[src/rtl/stg1if_pkg.sv]
// Shared sizes, state encodings and constants for the instruction fetch stage.
package stg1if_pkg;

    // Word address and instruction widths used across the fetch slice.
    localparam int SIZE_ADDR = 8;
    localparam int SIZE_DATA = 32;
    localparam int HBIT_ADDR = SIZE_ADDR - 1;
    localparam int HBIT_DATA = SIZE_DATA - 1;

    // Instruction presented to ID when there is nothing real to hand over.
    localparam logic [HBIT_DATA:0] INSTR_NOP = '0;

    // Fetch sequencer states.
    typedef enum logic [1:0] {
        ST_BOOT  = 2'd0,
        ST_FETCH = 2'd1,
        ST_HOLD  = 2'd2,
        ST_FLUSH = 2'd3
    } if_state_e;

    // Next sequential word address; the all-ones address wraps to zero.
    function automatic logic [HBIT_ADDR:0] pc_next(input logic [HBIT_ADDR:0] pc);
        return pc + 1'b1;
    endfunction

endpackage

[src/rtl/stg1if_skid.sv]
// One-entry pc/instr holding register used to park a response while ID stalls.
module stg1if_skid
    import stg1if_pkg::*;
(
    input  logic             iw_clk,
    input  logic             iw_rst_n,
    input  logic             iw_load,
    input  logic             iw_clear,
    input  logic [HBIT_ADDR:0] iw_pc,
    input  logic [HBIT_DATA:0] iw_instr,
    output logic [HBIT_ADDR:0] ow_pc,
    output logic [HBIT_DATA:0] ow_instr,
    output logic             ow_full
);

    logic               full_p0;
    logic [HBIT_ADDR:0] pc_p0;
    logic [HBIT_DATA:0] instr_p0;

    // Occupancy flag: load marks the entry full, clear (drain or redirect) empties it.
    always_ff @(posedge iw_clk or negedge iw_rst_n) begin
        if (!iw_rst_n) begin
            full_p0 <= 1'b0;
        end else if (iw_load) begin
            full_p0 <= 1'b1;
        end else if (iw_clear) begin
            full_p0 <= 1'b0;
        end
    end

    // Payload is only meaningful while full, so it carries no reset.
    always_ff @(posedge iw_clk) begin
        if (iw_load) begin
            pc_p0    <= iw_pc;
            instr_p0 <= iw_instr;
        end
    end

    assign ow_pc    = pc_p0;
    assign ow_instr = instr_p0;
    assign ow_full  = full_p0;

endmodule

[src/rtl/stg1if.sv]
// Instruction fetch stage: owns the PC, runs the imem req/ack handshake with
// one outstanding request, and presents pc/instr/valid to the IF->ID register.
module stg1if
    import stg1if_pkg::*;
#(
    parameter logic [HBIT_ADDR:0] RESET_PC = '0
) (
    input  logic               iw_clk,
    input  logic               iw_rst_n,
    input  logic               iw_stall,
    input  logic               iw_branch_valid,
    input  logic [HBIT_ADDR:0] iw_branch_pc,
    output logic               ow_imem_req,
    output logic [HBIT_ADDR:0] ow_imem_addr,
    input  logic               iw_imem_ack,
    input  logic [HBIT_DATA:0] iw_imem_rdata,
    output logic [HBIT_ADDR:0] ow_pc,
    output logic [HBIT_DATA:0] ow_instr,
    output logic               ow_valid
);

    if_state_e          state;
    logic [HBIT_ADDR:0] pc_p0;
    logic [HBIT_ADDR:0] tgt_p0;
    logic               req_p0;
    logic [HBIT_ADDR:0] addr_p0;
    logic [HBIT_ADDR:0] pc_p1;
    logic [HBIT_DATA:0] instr_p1;
    logic               vld_p1;

    logic               ack;
    logic               skid_load;
    logic               skid_clear;
    logic [HBIT_ADDR:0] skid_pc;
    logic [HBIT_DATA:0] skid_instr;
    logic               skid_full;

    // An ack is only meaningful against a request we are actually driving.
    assign ack = iw_imem_ack & req_p0;

    // Park the response when ID is stalled on a valid instruction.
    assign skid_load  = (state == ST_FETCH) && ack && !iw_branch_valid
                        && iw_stall && vld_p1;
    // Drained on the first non-stall cycle of HOLD, dropped on any redirect.
    assign skid_clear = ((state == ST_HOLD) && !iw_stall)
                        || ((state != ST_BOOT) && iw_branch_valid);

    stg1if_skid u_skid (
        .iw_clk   (iw_clk),
        .iw_rst_n (iw_rst_n),
        .iw_load  (skid_load),
        .iw_clear (skid_clear),
        .iw_pc    (pc_p0),
        .iw_instr (iw_imem_rdata),
        .ow_pc    (skid_pc),
        .ow_instr (skid_instr),
        .ow_full  (skid_full)
    );

    // Fetch sequencer with registered request and IF->ID outputs.
    always_ff @(posedge iw_clk or negedge iw_rst_n) begin
        if (!iw_rst_n) begin
            state    <= ST_BOOT;
            pc_p0    <= RESET_PC;
            tgt_p0   <= RESET_PC;
            req_p0   <= 1'b0;
            addr_p0  <= RESET_PC;
            pc_p1    <= '0;
            instr_p1 <= INSTR_NOP;
            vld_p1   <= 1'b0;
        end else begin
            case (state)
                ST_BOOT: begin
                    // A redirect during boot simply replaces the start address.
                    if (iw_branch_valid) begin
                        pc_p0   <= iw_branch_pc;
                        addr_p0 <= iw_branch_pc;
                    end else begin
                        addr_p0 <= pc_p0;
                    end
                    req_p0 <= 1'b1;
                    state  <= ST_FETCH;
                end

                ST_FETCH: begin
                    if (iw_branch_valid) begin
                        vld_p1   <= 1'b0;
                        instr_p1 <= INSTR_NOP;
                        if (ack) begin
                            // Response for the old path is dropped; restart at target.
                            pc_p0   <= iw_branch_pc;
                            addr_p0 <= iw_branch_pc;
                            req_p0  <= 1'b1;
                        end else begin
                            // Request in flight must complete before we can redirect.
                            tgt_p0 <= iw_branch_pc;
                            state  <= ST_FLUSH;
                        end
                    end else if (ack) begin
                        pc_p0   <= pc_next(pc_p0);
                        addr_p0 <= pc_next(pc_p0);
                        if (!iw_stall || !vld_p1) begin
                            pc_p1    <= pc_p0;
                            instr_p1 <= iw_imem_rdata;
                            vld_p1   <= 1'b1;
                            req_p0   <= 1'b1;
                        end else begin
                            // Response went to the skid; stop fetching until it drains.
                            req_p0 <= 1'b0;
                            state  <= ST_HOLD;
                        end
                    end else if (!iw_stall) begin
                        vld_p1   <= 1'b0;
                        instr_p1 <= INSTR_NOP;
                    end
                end

                ST_HOLD: begin
                    if (iw_branch_valid) begin
                        vld_p1   <= 1'b0;
                        instr_p1 <= INSTR_NOP;
                        pc_p0    <= iw_branch_pc;
                        addr_p0  <= iw_branch_pc;
                        req_p0   <= 1'b1;
                        state    <= ST_FETCH;
                    end else if (!iw_stall && skid_full) begin
                        pc_p1    <= skid_pc;
                        instr_p1 <= skid_instr;
                        vld_p1   <= 1'b1;
                        addr_p0  <= pc_p0;
                        req_p0   <= 1'b1;
                        state    <= ST_FETCH;
                    end
                end

                ST_FLUSH: begin
                    // Request and address stay on the old word until its ack.
                    if (iw_branch_valid) begin
                        vld_p1   <= 1'b0;
                        instr_p1 <= INSTR_NOP;
                        if (ack) begin
                            pc_p0   <= iw_branch_pc;
                            addr_p0 <= iw_branch_pc;
                            state   <= ST_FETCH;
                        end else begin
                            tgt_p0 <= iw_branch_pc;
                        end
                    end else if (ack) begin
                        pc_p0   <= tgt_p0;
                        addr_p0 <= tgt_p0;
                        state   <= ST_FETCH;
                    end else if (!iw_stall) begin
                        vld_p1   <= 1'b0;
                        instr_p1 <= INSTR_NOP;
                    end
                end

                default: begin
                    state  <= ST_BOOT;
                    req_p0 <= 1'b0;
                end
            endcase
        end
    end

    assign ow_imem_req  = req_p0;
    assign ow_imem_addr = addr_p0;
    assign ow_pc        = pc_p1;
    assign ow_instr     = instr_p1;
    assign ow_valid     = vld_p1;

endmodule

[config.mk]
export PLATFORM = sky130hd
export DESIGN_NAME = stg1if
export DESIGN_NICKNAME = d
export VERILOG_FILES = /design/src/rtl/stg1if_pkg.sv /design/src/rtl/stg1if_skid.sv /design/src/rtl/stg1if.sv
export SDC_FILE = /design/constraint.sdc
export NUM_CORES = 1
export LEC_CHECK = 0
export CAP_MARGIN = 20
export CORE_UTILIZATION = 55
export CTS_CLUSTER_SIZE = 16
export DETAILED_ROUTE_END_ITERATION = 10
export GPL_ROUTABILITY_DRIVEN = 0
export PLACE_DENSITY = 0.82
export SETUP_SLACK_MARGIN = 0.05
export SLEW_MARGIN = 25
export SYNTH_ARGS = -nofsm -noshare
export SYNTH_HDL_FRONTEND = slang
export SYNTH_HIERARCHICAL = 1
export SYNTH_SLANG_ARGS = --single-unit
[constraint.sdc]
create_clock -name iw_clk -period 7.7 [get_ports iw_clk]
set_clock_uncertainty 0.1 [all_clocks]
set_input_delay 1.54 -clock iw_clk [delete_from_list [all_inputs] [get_ports iw_clk]]
set_output_delay 1.54 -clock iw_clk [all_outputs]
set_load 0.005 [all_outputs]
---- Yosys cells after proc, flatten, opt, wreduce, memory -nomap -nowiden ----
Cells that the tools add are included.
word-level totals
  register bits ........................... 109
  bits in latches ......................... 0
  logic and storage cells ................. 110
  memory bits (writable) .................. 0
  memories ................................ 0
  ROM bits ................................ 0
cells by class
  mux-type cells .......................... 53
  eq/ne operators ......................... 16
  multipliers ............................. 0
  shifts and indexed selects .............. 0
  add/subtract/negate cells ............... 1
  bitwise operators ....................... 2
  div/mod/pow operators ................... 0
  magnitude comparators ................... 0
  reductions and logical operators ........ 27
operators by type and width
  operator               number
  $mux W32               8
  $mux W8                16
  $pmux W32 S3           1
  $pmux W8 S4            1
  $pmux W8 S3            1
  $pmux W8 S2            1
  $mux W1                15
  $ne A3 B3 Y1 const B   5
  $mux W2                7
  $reduce_and A3 Y1      3
  $add A8 B1 Y8 const B  1
  $ne A2 B2 Y1 const B   4
  $pmux W2 S4            1
  $logic_and A1 B1 Y1    7
  $pmux W1 S3            2
  $reduce_and A6 Y1      1
  $reduce_bool A2 Y1     3
  $reduce_bool A3 Y1     2
  $reduce_and A5 Y1      1
  $eq A2 B2 Y1 const B   2
  $ne A2 B1 Y1 const B   2
  $ne A4 B3 Y1 const B   1
  $reduce_and A4 Y1      1
  $reduce_or A2 Y1       2
  other kinds (8)        11

---- Logic depth before layout (Yosys ltp) ----
  word-level depth ........................ 6
  gate-level depth with buffers ........... 10
  gate-level depth less buffers ........... 7

---- Hierarchy ----
The synthesis kept the hierarchy.
modules (own cells, without submodules)
  module       times used  cells an instance  seq. area each (sq um)  area an instance (sq um)
  stg1if       1           539                1701.6                  4349.2
  stg1if_skid  1           43                 1226.2                  1237.4

---- Worst setup path before layout ----
Ideal clock, no wire load.
  path kind ............................... input -> register
  start ................................... in iw_branch_valid
  end ..................................... reg u_skid.instr_p0[0], in the netlist u_skid/ow_instr[0], enable pin
  slack ................................... 2.271 ns
  arrival time ............................ 4.839 ns
  buffers on the path ..................... 2
  stages .................................. 5
  cell sequence ........................... buf_4 -> inv_1 -> buf_2 -> nand2_1 -> nor3_1
between the ends
  word-level cells in the longest chain between the ends .. 4
ends and longest elaborated chain
  item                               RTL line           source
  start, declared                    stg1if.sv:11       input logic iw_branch_valid,
  $logic_not A1 Y1                   stg1if.sv:42       assign skid_load = (state == ST_FETCH) && ack && !iw_branch_valid
  $logic_and A1 B1 Y1                stg1if.sv:42
  $logic_and A1 B1 Y1 (2 in series)  stg1if.sv:43       && iw_stall && vld_p1;
  named net skid_load                stg1if.sv:32       logic skid_load;
  end signal, assigned               stg1if_skid.sv:35  instr_p0 <= iw_instr;
  end, declared                      stg1if_skid.sv:18  logic [HBIT_DATA:0] instr_p0;
The timed path passes the listed nets, and every way through them passes these cells.
A chain may end at the register's enable or synchronous reset.

---- Worst setup path in the final report ----
  start ................................... in iw_branch_valid
  end ..................................... reg vld_p1, in the netlist ow_valid
between the ends
  word-level cells in the longest chain between the ends .. 2
  elaborated cells between the ends (all ways) .. 8
  classes of those cells .................. eq/ne (3); mux (4); reduce/logical (1)
ends and longest elaborated chain
  item                                                        RTL line       source
  $ne A4 B3 Y1 (no line) (tied with other cells)              --
  $reduce_and A4 Y1 (no line) or $pmux W1 S3 (tied branches)  --
  end signal, assigned                                        stg1if.sv:70   vld_p1 <= 1'b0;
  end signal, assigned                                        stg1if.sv:87   vld_p1 <= 1'b0;
  end signal, assigned                                        stg1if.sv:105  vld_p1 <= 1'b1;
  end, declared                                               stg1if.sv:29   logic vld_p1;
Several ways; a longest one is shown, not always the timed one.

==> results_dict.tcl <==
set metrics [dict create \
    fill_cells 780 \
    firstDrtPassIters 8 \
    p_leak_nw 2.53 \
    drive_gt1_share_pct 7.83 \
    synthAdderAreaFrac_pct 1.12 \
    synth_flop_cell "dfrtp_1" \
    post-place-ws_ps 3300 \
    grt_pass1_vias 4614 \
    synthArstFlopShare_pct 63.3 \
    powerDensity_nw_per_um2 330 \
    initial_core_util_pct 56.9 \
    syn_nets 632 \
    ys_types 54 \
    cts_hold_buf 0 \
    synth-compound-area-share_pct 22.2 \
    clock_latency_ps 390 \
    layout.nets 696 \
    ios 95 \
    worst_slack_ps 3820 \
    yosysSeqAreaShare_pct 52.4 \
    worst_ep_arrival_time_ps 4090 \
    row_count 36 \
    cp-start-kind "input pin" \
    finalCriticalPeriod_ps 3880 \
    ant_nets 0 \
    overflow 0 \
    synth_top_area_share_pct 30.9 \
    hold_class "reg2reg" \
    clock-sinks 109 \
    synth_top_family_by_area "compound AO/OA/AOI/OAI gates" \
    worst_ep_required_time_ps 7910 \
    worstPathMaxFanout 46 \
    yosys.area_share.simple_pct 13.9 \
    max_slew_margin_pct 35.1 \
    cts_buffers 9 \
    ff_latch_area_um2 2930 \
    post_cts_buffers 0 \
    fmax_ghz 0.258 \
    syn_inst 582 \
    diodes 0 \
    cp-end-kind "register" \
    comb_power_share_pct 41.9 \
    syn_area_um2 5590 \
    dp.final_hpwl_mm 9.23 \
    worst_slew_pin_slew_ps 973 \
    p_switching_mw 0.867 \
    multiInputGateArea_um2 2360 \
    synth-seq-cells 109 \
    grt_max_degree 70 \
    path_class "in2reg" \
    power_mw 2.21 \
    grt_pass1_wl_mm 23.2 \
    clock_power_share_pct 17.9 \
    drt_iter0_drc 515 \
    die_h_um 103 \
    cts_resized 0 \
    synth_edf_count 40 \
    wirelength_mm 14.7 \
    yosys-top-cells-area "dfrtp_1 (31%), edfxtp_1 (22%), a21oi_1 (7.7%)" \
    rsz0062_at_grt "false" \
    setup-tns-final_ps 0 \
    via_count 4972 \
    internal_power_mw 1.35 \
    peakVddDrop_uv 220 \
    yosys.area.top_type "dfrtp_1" \
    p_seq_share_pct 40.2 \
    yosys_warnings 6 \
    synthMuxAreaShare_pct 3.74 \
    port_buffers 94 \
    setup_viol 0 \
    drv_cap 0 \
    syn_to_final_growth_pct 20.3 \
    wire_per_inst_um 18.8 \
    die_w_um 103 \
    core_area_um2 9820 \
    clock-root-buffer "clkbuf_8" \
    track_usage_pct 28.7 \
    syn_avg_cell_area_um2 9.60 \
    antenna_found_initial 0 \
    synthXorXnorAreaFrac_pct 0.941 \
    netSwitchingFraction_pct 39.2 \
    clk_pin_slew_ps 100 \
    cts_max_level 3 \
    vias_per_cell 6.34 \
    status "completed" \
    fin_crit_sh_pct 50.4 \
    maxSlewViolCount 0 \
    cts_tree "done" \
    hold_viol_final 0 \
    drc 0 \
    die-area_um2 10600 \
    clockBufferDepth 2 \
]
==> state kept, by name, summed over array words and instances, names as in the netlist <==
name	count
state	2
tgt_p0	8
ow_imem_addr	8
ow_valid	1
u_skid/ow_pc	8
ow_instr	32
u_skid/ow_instr	32
ow_pc	8
u_skid/ow_full	1
pc_p0	8
ow_imem_req	1
==> placed cells by master, fill, tap and decap left out, types with 4 or more instances in the layout <==
cell type	synthesis	routed
a21oi_1	86	86
a22oi_1	6	6
buf_4	6	5
clkbuf_8	0	10
clkdlybuf4s50_1	0	93
dfrtp_1	69	69
edfxtp_1	40	40
ha_1	5	5
inv_1	14	14
mux2_2	7	7
mux2i_1	13	13
nand2_1	96	94
nand3_1	45	45
nor2_1	15	15
o21ai_0	27	27
o21ai_1	38	38
o22a_1	4	4
o22ai_1	7	7
==> power by group through the flow <==
stage | logic, mW | registers (mW) | clock network [mW]
after floorplan | 0.612 | 0.856 | 0
after global routing | 1.01 | 0.908 | 0.422
after detailed placement | 0.907 | 0.897 | 0
after CTS | 0.914 | 0.884 | 0.399
final | 0.927 | 0.891 | 0.396
after global placement | 0.879 | 0.887 | 0
==> cell families after synthesis <==
family,Yosys count
AO/OA/AOI/OAI,204
AND/OR/NAND/NOR,177
flip-flops,109
buffers and inverters,61
multiplexers,20
XOR/XNOR,6
adder cells (fa/ha/maj),5
==> Yosys cell counts (4+ instances only) <==
library cell	count
o21ai_1	38
nand3_1	45
buf_6	5
mux2_2	7
buf_4	6
nor2_1	15
nand2_1	96
ha_1	5
mux2i_1	13
a22oi_1	6
o22ai_1	7
edfxtp_1	40
clkbuf_1	9
inv_1	14
buf_2	22
dfrtp_1	69
buf_1	4
a21oi_1	86
o22a_1	4
o21ai_0	27
==> critical path: stages <==
cell and delay [ps]:
clkdlybuf4s50_1 400, buf_4 270, nor2b_1 600, a31oi_4 190
o221ai_4 780, o21ai_0 200, o21ai_1 110
==> metal layers <==
layer / wire [um] / up-vias / global-route usage (%) / part of all wire [%]
met3: 1180 / 56 / 4.95 / 8.0
li1: - / 2230 / - / -
met1: 6060 / 2386 / 41.2 / 41
met4: 442 / 0 / 12.8 / 3.0
met2: 7060 / 300 / 42.9 / 48
met5: 0 / - / 0 / 0
==> metrics by stage <==
stage / std cells / utilization [%] / cell area (um^2) / hold slack, ps
after CTS: 784 / 68.4 / 6710 / 397
after global routing: 784 / 68.4 / 6720 / 418
after global placement: 768 / 66.0 / 6480 / 367
after detailed placement: 768 / 66.0 / 6480 / 374
final: 784 / 68.4 / 6720 / 392
after floorplan: 582 / - / 5590 / 320
==> area by class of cell <==
| type | instances | share of cell area, % |
|---|---|---|
| clock buffer | 10 | 2.05 |
| clock inverter | 6 | 1.42 |
| tap | 133 | 2.48 |
| timing repair buffer | 99 | 14.5 |
| multi-input combinational | 412 | 35.2 |
| inverter | 15 | 0.838 |
| sequential | 109 | 43.6 |
==> worst paths after layout <==
path,startpoint,endpoint,slack [ps],cells past startpoint
worst max register to register,state[1],ow_valid,4430,7
worst max-delay path,iw_branch_valid,ow_valid,3820,7
min in group asynchronous,iw_rst_n,ow_pc[1],1250,2
worst min register to register,ow_pc[5],ow_pc[5],390,2
worst min-delay path,ow_pc[5],ow_pc[5],390,2
max in group asynchronous,iw_rst_n,ow_pc[4],5630,2
No activity file was read; power rests on OpenSTA's default activity.
